==> config.mk <==
export PLATFORM = sky130hd
export DESIGN_NAME = freq_meter
export DESIGN_NICKNAME = d
export VERILOG_FILES = /design/src/rtl/freq_meter.sv
export SDC_FILE = /design/constraint.sdc
export NUM_CORES = 1
export LEC_CHECK = 0
export ABC_CLOCK_PERIOD_IN_PS = 3100
export CAP_MARGIN = 20
export CORE_ASPECT_RATIO = 1.4
export CORE_MARGIN = 1
export CORE_UTILIZATION = 55
export DETAILED_ROUTE_END_ITERATION = 10
export MAX_ROUTING_LAYER = met4
export PLACE_DENSITY = 0.77
export SYNTH_ARGS = -nofsm -noshare
export SYNTH_HDL_FRONTEND = slang
export SYNTH_SLANG_ARGS = --single-unit
==> constraint.sdc <==
create_clock -name clk -period 3.1 [get_ports clk]
set_input_delay 0.62 -clock clk [delete_from_list [all_inputs] [get_ports clk]]
set_output_delay 0.62 -clock clk [all_outputs]
set_load 0.03 [all_outputs]
==> src/rtl/freq_meter.sv <==
// rtl/freq_meter.sv - gated rising-edge counter measuring an asynchronous square wave
module freq_meter #(
    parameter int unsigned GATE_CYCLES = 50000000,
    parameter int unsigned CNT_WIDTH   = 32
) (
    input  logic                 clk,
    input  logic                 rst_n,
    input  logic                 en,
    input  logic                 sig_in,
    output logic [CNT_WIDTH-1:0] count_out,
    output logic                 ovf,
    output logic                 valid,
    output logic [7:0]           LEDS
);

    localparam int unsigned TW = (GATE_CYCLES > 1) ? $clog2(GATE_CYCLES) : 1;
    localparam logic [TW-1:0] T_LAST = TW'(GATE_CYCLES - 1);
    localparam logic [CNT_WIDTH-1:0] C_MAX = '1;
    localparam int unsigned LW = (CNT_WIDTH < 8) ? CNT_WIDTH : 8;

    typedef enum logic {
        IDLE    = 1'b0,
        MEASURE = 1'b1
    } state_t;

    state_t               state;
    state_t               state_nxt;
    logic                 s1;
    logic                 s2;
    logic                 p;
    logic                 edge_det;
    logic [TW-1:0]        timer;
    logic [TW-1:0]        timer_nxt;
    logic [CNT_WIDTH-1:0] cnt;
    logic [CNT_WIDTH-1:0] cnt_nxt;
    logic [CNT_WIDTH-1:0] cnt_sum;
    logic                 sticky;
    logic                 sticky_nxt;
    logic                 sat_now;
    logic                 terminal;

    // Synchronizer and history flop reset high so a level held across reset is not an edge.
    always_ff @(posedge clk or negedge rst_n) begin
        if (!rst_n) begin
            s1 <= 1'b1;
            s2 <= 1'b1;
            p  <= 1'b1;
        end else begin
            s1 <= sig_in;
            s2 <= s1;
            p  <= s2;
        end
    end

    assign edge_det = s2 & ~p;
    assign sat_now  = edge_det & (cnt == C_MAX);
    assign cnt_sum  = (edge_det && (cnt != C_MAX)) ? cnt + CNT_WIDTH'(1) : cnt;
    assign terminal = (state == MEASURE) && (timer == T_LAST);

    always_ff @(posedge clk or negedge rst_n) begin
        if (!rst_n) begin
            state  <= IDLE;
            timer  <= '0;
            cnt    <= '0;
            sticky <= 1'b0;
        end else begin
            state  <= state_nxt;
            timer  <= timer_nxt;
            cnt    <= cnt_nxt;
            sticky <= sticky_nxt;
        end
    end

    always_comb begin
        state_nxt  = state;
        timer_nxt  = timer;
        cnt_nxt    = cnt;
        sticky_nxt = sticky;
        case (state)
            IDLE: begin
                timer_nxt  = '0;
                cnt_nxt    = '0;
                sticky_nxt = 1'b0;
                if (en) begin
                    state_nxt = MEASURE;
                end
            end
            MEASURE: begin
                if (terminal) begin
                    timer_nxt  = '0;
                    cnt_nxt    = '0;
                    sticky_nxt = 1'b0;
                end else begin
                    timer_nxt  = timer + TW'(1);
                    cnt_nxt    = cnt_sum;
                    sticky_nxt = sticky | sat_now;
                end
                // Dropping en discards the partial window; a completing one still publishes.
                if (!en) begin
                    state_nxt  = IDLE;
                    timer_nxt  = '0;
                    cnt_nxt    = '0;
                    sticky_nxt = 1'b0;
                end
            end
            default: begin
                state_nxt = IDLE;
            end
        endcase
    end

    always_ff @(posedge clk or negedge rst_n) begin
        if (!rst_n) begin
            count_out <= '0;
            ovf       <= 1'b0;
            valid     <= 1'b0;
            LEDS      <= '0;
        end else begin
            valid <= terminal;
            if (terminal) begin
                count_out <= cnt_sum;
                ovf       <= sticky | sat_now;
            end
            LEDS <= 8'(count_out[LW-1:0]);
        end
    end

endmodule
### Word level (Yosys, flattened, before mapping)

Cells that the tools add are included.

* bits in registers: 105
* input bits: 4
* output and inout bits: 42
* word-level logic and storage cells: 34

* $add $sub $neg: 2
* eq/ne operators: 3
* multiplexer cells: 11
* bitwise logic cells: 5
* reduce and logical (&&, ||, !) cells: 2

Operators by type and width (number)
* $mux 32: 3
* $pmux 32 s2: 1
* $mux 26: 2
* $pmux 26 s2: 1
* $add 32x1->32 const B: 1
* $eq 32x32->1 const B: 1
* $ne 32x32->1 const B: 1
* $add 26x1->26 const B: 1
* $eq 26x26->1 const B: 1
* $mux 1: 3
* $and 1x1->1: 2
* $logic_and 1x1->1: 2
* $not 1->1: 2
* $pmux 1 s2: 1
* $or 1x1->1: 1

### Longest topological paths before layout

* word-level depth: 7
* depth in mapped cells: 9
* gate-level depth less buffers: 7

### Worst setup path before layout

No wires, ideal clock.

* path type: register to register
* from: reg s2
* to: reg count_out[23]
* setup time: 0.082 ns
* arrival: 2.135 ns
* data required time: 3.018 ns
* setup slack: 0.883 ns
* stages on the path, launching flop included: 7
* buffers on the path: 1
* period minus slack after synthesis: 2.217 ns
* cell sequence: dfstp_2 -> nand2b_1 -> or4_1 -> buf_2 -> or3_4 -> or4_4 -> a31oi_1

* word-level cells in the longest chain between the ends: 3

Ends and longest elaborated chain
* start: declaration: line 29 `logic s2;`
* start signal: assignment: line 46 `s2 <= 1'b1;`
* start signal: assignment: line 50 `s2 <= s1;`
* $and 1x1->1: line 55 `assign edge_det = s2 & ~p;`
* $logic_and 1x1->1: line 57 `assign cnt_sum = (edge_det && (cnt != C_MAX)) ? cnt + CNT_WIDTH'(1) : cnt;`
* $mux 32: line 57
* end signal: assignment: line 121 `count_out <= cnt_sum;`
* end: declaration: line 10 `output logic [CNT_WIDTH-1:0] count_out,`

No other way between the ends.
A chain may end at the register's enable or synchronous reset.

### Worst setup path in the final report

* from: reg cnt[0]
* to: reg count_out[28]

* word-level cells in the longest chain between the ends: 3
* elaborated cells between the ends (all ways): 4
* classes of those cells: add/sub: 1; eq/ne: 1; mux: 1; reduce/logical: 1

Ends and longest elaborated chain
* start: declaration: line 34 `logic [CNT_WIDTH-1:0] cnt;`
* start signal: assignment: line 69 `cnt <= cnt_nxt;`
* parallel branches: the longest is 2 deep, another holds $add 32x1->32
* $mux 32 *: line 57

Mark *: on every way between the ends.

==> impl_metrics.env <==
export IMPL_yosys_warnings=0
export IMPL_fp_dieW_um=80.23
export IMPL_slew_violations=0
export IMPL_mostFrequentLayoutCells="dfrtp_1, nor2_1, nand2_1, clkdlybuf4s50_1"
export IMPL_syn_avg_cell_area_um2=10.05
export IMPL_grt_pass1_wl_um=17910
export IMPL_multiInputGateArea_um2=1947
export IMPL_first_global_vias=3689
export IMPL_rows=39
export IMPL_firstDrtPassIters=5
export IMPL_finalSetupTns_ns=0
export IMPL_synthesis_area_um2=4712
export IMPL_track_usage=0.2727
export IMPL_crit_chain="ha_1, and3_1, and3_1, a211o_1, or4_1, a31oi_1"
export IMPL_core_area_um2=8247
export IMPL_drive_gt1_frac=0.06680
export IMPL_maxCapViolations=0
export IMPL_mostFrequentLayoutCell="dfrtp_1"
export IMPL_crit_path_frequent_cell="and3_1"
export IMPL_cts_root_buf="clkbuf_16"
export IMPL_cts_clk_slew_worst_paths_ns=0.06
export IMPL_dp_cells=595
export IMPL_holdBufCountCts=0
export IMPL_vias=3692
export IMPL_initial_core_util=0.5714
export IMPL_cp_start_kind="flip-flop"
export IMPL_drt_total_wl_um=10700
export IMPL_ctsLongestPathBuffers=2
export IMPL_ant_nets=0
export IMPL_finClkSkew_ns=0.006245
export IMPL_setup_viol=0
export IMPL_fin_nets=510
export IMPL_synthArstFlopShare=1.000
export IMPL_n_antenna_cell=0
export IMPL_worst_setup_path_type="flip-flop to flip-flop"
export IMPL_cts_setup_buffers=0
export IMPL_min_path_type="input port to async pin"
export IMPL_synth_edff_count=0
export IMPL_viasPerCell=6.043
export IMPL_syn_inst=469
export IMPL_wire_per_inst_um=17.52
export IMPL_seq_area_frac_synth=0.5584
export IMPL_fill_cells=651
export IMPL_status="finished, final reports clean"
export IMPL_synthFlopType="dfrtp_1"
export IMPL_instances_no_fill=611
export IMPL_drc=0
export IMPL_hold_viol=0
export IMPL_register_area_um2=2631
export IMPL_fin_crit_sh=0.8002
export IMPL_fin_ws_ns=0.6193
export IMPL_power_mw=2.574
export IMPL_antenna_found_initial=0
export IMPL_slowest_stage="or4_1"
export IMPL_dieArea_um2=8947
export IMPL_ioPinCount=46
export IMPL_crit_required_ns=3.37
export IMPL_cts_resized=0
export IMPL_gp_congestion=0.8930
export IMPL_cellPowerDensity_nw_per_um2=465.5
export IMPL_leakage_nw=2.177
export IMPL_post_place_ws_ns=0.6642
export IMPL_worst_pin_slew_ns=0.8273
export IMPL_crit_fanout=18
export IMPL_port_buffers=45
export IMPL_ys_ff_latch=105
export IMPL_areaGrowthSynthToFinish_pct=17.37
export IMPL_hpwlAfterDp_um=7504
export IMPL_cts_buffers=9
export IMPL_die_y_um=111.5
export IMPL_drt_iter0_markers=323
export IMPL_crit_arrival_ns=2.75
export IMPL_relSlewSlack=0.4484
export IMPL_rsz0062_at_grt="false"
export IMPL_grt_max_degree=55
export IMPL_critPathCaptureType="flip-flop"
export IMPL_ys_types=43
export IMPL_cts_htree_levels=3
export IMPL_ir_worst_vdd_v=0.0003661
export IMPL_fmax_mhz=403.1
export IMPL_max_stage_delay_ns=0.52
export IMPL_clk_latency_ns=0.35
export IMPL_grt_overflow_total=0
export IMPL_post_route_min_period_ns=2.481
export IMPL_cts_tree="built"
export IMPL_cts_num_sinks=105
export IMPL_synth_fp_nets=475
==> cell type report <==
type / count / area share
inverters: 5 / 0.003394
multi-input cells: 332 / 0.3520
repair buffers: 51 / 0.09140
well taps: 102 / 0.02308
clock buffers: 13 / 0.04706
clock inverters: 3 / 0.007240
flip-flops and latches: 105 / 0.4758
==> routing by layer <==
| metal | vias up | GRT usage | part of all wire |
|---|---|---|---|
| met5 | - | - | 0 |
| met4 | 0 | 0.1571 | 0.039 |
| met3 | 34 | 0.03852 | 0.041 |
| met2 | 105 | 0.4507 | 0.53 |
| met1 | 1816 | 0.3116 | 0.39 |
| li1 | 1737 | - | - |
==> kinds of logic (layout without fill, tap and decap cells) <==
kind of cell    count (synthesis)  after routing  synth area share
xor+xnor                       41             41           0.07621
compound gates                 83             83            0.1083
fa+ha+maj                       2              2          0.005310
simple gates                  205            205            0.2201
mux                             1              1          0.002124
buf+inv                        32             72           0.02947
flops                         105            105            0.5584
==> critical path: cells and delay by family (launching register included) <==
kind | cells | cell delay, ns
simple gates | 3 | 1.10
compound gates | 2 | 0.67
flops | 1 | 0.40
fa+ha+maj | 1 | 0.22
==> flip-flops by register name, summed over array words and instances (netlist names) <==
register and cells:
s2 1, timer 26, ovf 1, state 1, valid 1, LEDS 8, sticky 1, s1 1
count_out 32, cnt 32, p 1
==> worst paths after layout <==
path	startpoint	end	slack [ns]	depth (start not counted)
setup reg to reg	cnt[0]	count_out[28]	0.62	6
hold / removal	rst_n	LEDS[6]	0.29	1
hold reg to reg	s1	s2	0.37	0
min in group clk	s1	s2	0.37	0
max in group asynchronous	rst_n	timer[17]	2.11	2
setup / recovery	cnt[0]	count_out[28]	0.62	6
==> cell usage after synthesis (3+ instances only) <==
library cell | n | area share
xnor2_1 | 29 | 0.054
clkbuf_1 | 19 | 0.015
inv_1 | 4 | 0.0032
nor4_1 | 8 | 0.011
nor2_1 | 58 | 0.046
o31ai_1 | 4 | 0.0064
a21oi_1 | 15 | 0.016
or2_2 | 3 | 0.0040
dfstp_2 | 3 | 0.017
a311oi_1 | 7 | 0.013
nor3_1 | 10 | 0.011
nand3_1 | 23 | 0.024
a31oi_1 | 14 | 0.019
a2111oi_0 | 6 | 0.011
dfrtp_1 | 102 | 0.54
or3_1 | 13 | 0.017
nand2_1 | 45 | 0.036
and3_1 | 9 | 0.012
xor2_1 | 12 | 0.022
nand4_1 | 15 | 0.020
buf_2 | 3 | 0.0032
o21ai_1 | 3 | 0.0032
o311ai_0 | 3 | 0.0056
and4_1 | 7 | 0.013
buf_1 | 3 | 0.0024
o21ai_0 | 29 | 0.031
==> power breakdown <==
part | total [mW] | switching, mW | internal (mW) | leakage (nW)
Sequential | 1.38 | 0.00343 | 1.38 | 1.45
Clock | 1.14 | 0.473 | 0.668 | 0.150
Combinational | 0.0546 | 0.0437 | 0.0110 | 0.574
==> stage by stage <==
step | hold slack, ns | utilization | cell area (µm²)
finish | 0.2934 | 0.6706 | 5530
global route | 0.3617 | 0.6706 | 5530
CTS | 0.3268 | 0.6706 | 5530
detailed placement | 0.3594 | 0.6342 | 5230
global placement | 0.3591 | 0.6342 | 5230
floorplan | 0.3244 | - | 4712
Power figures use the tool's default switching activity.
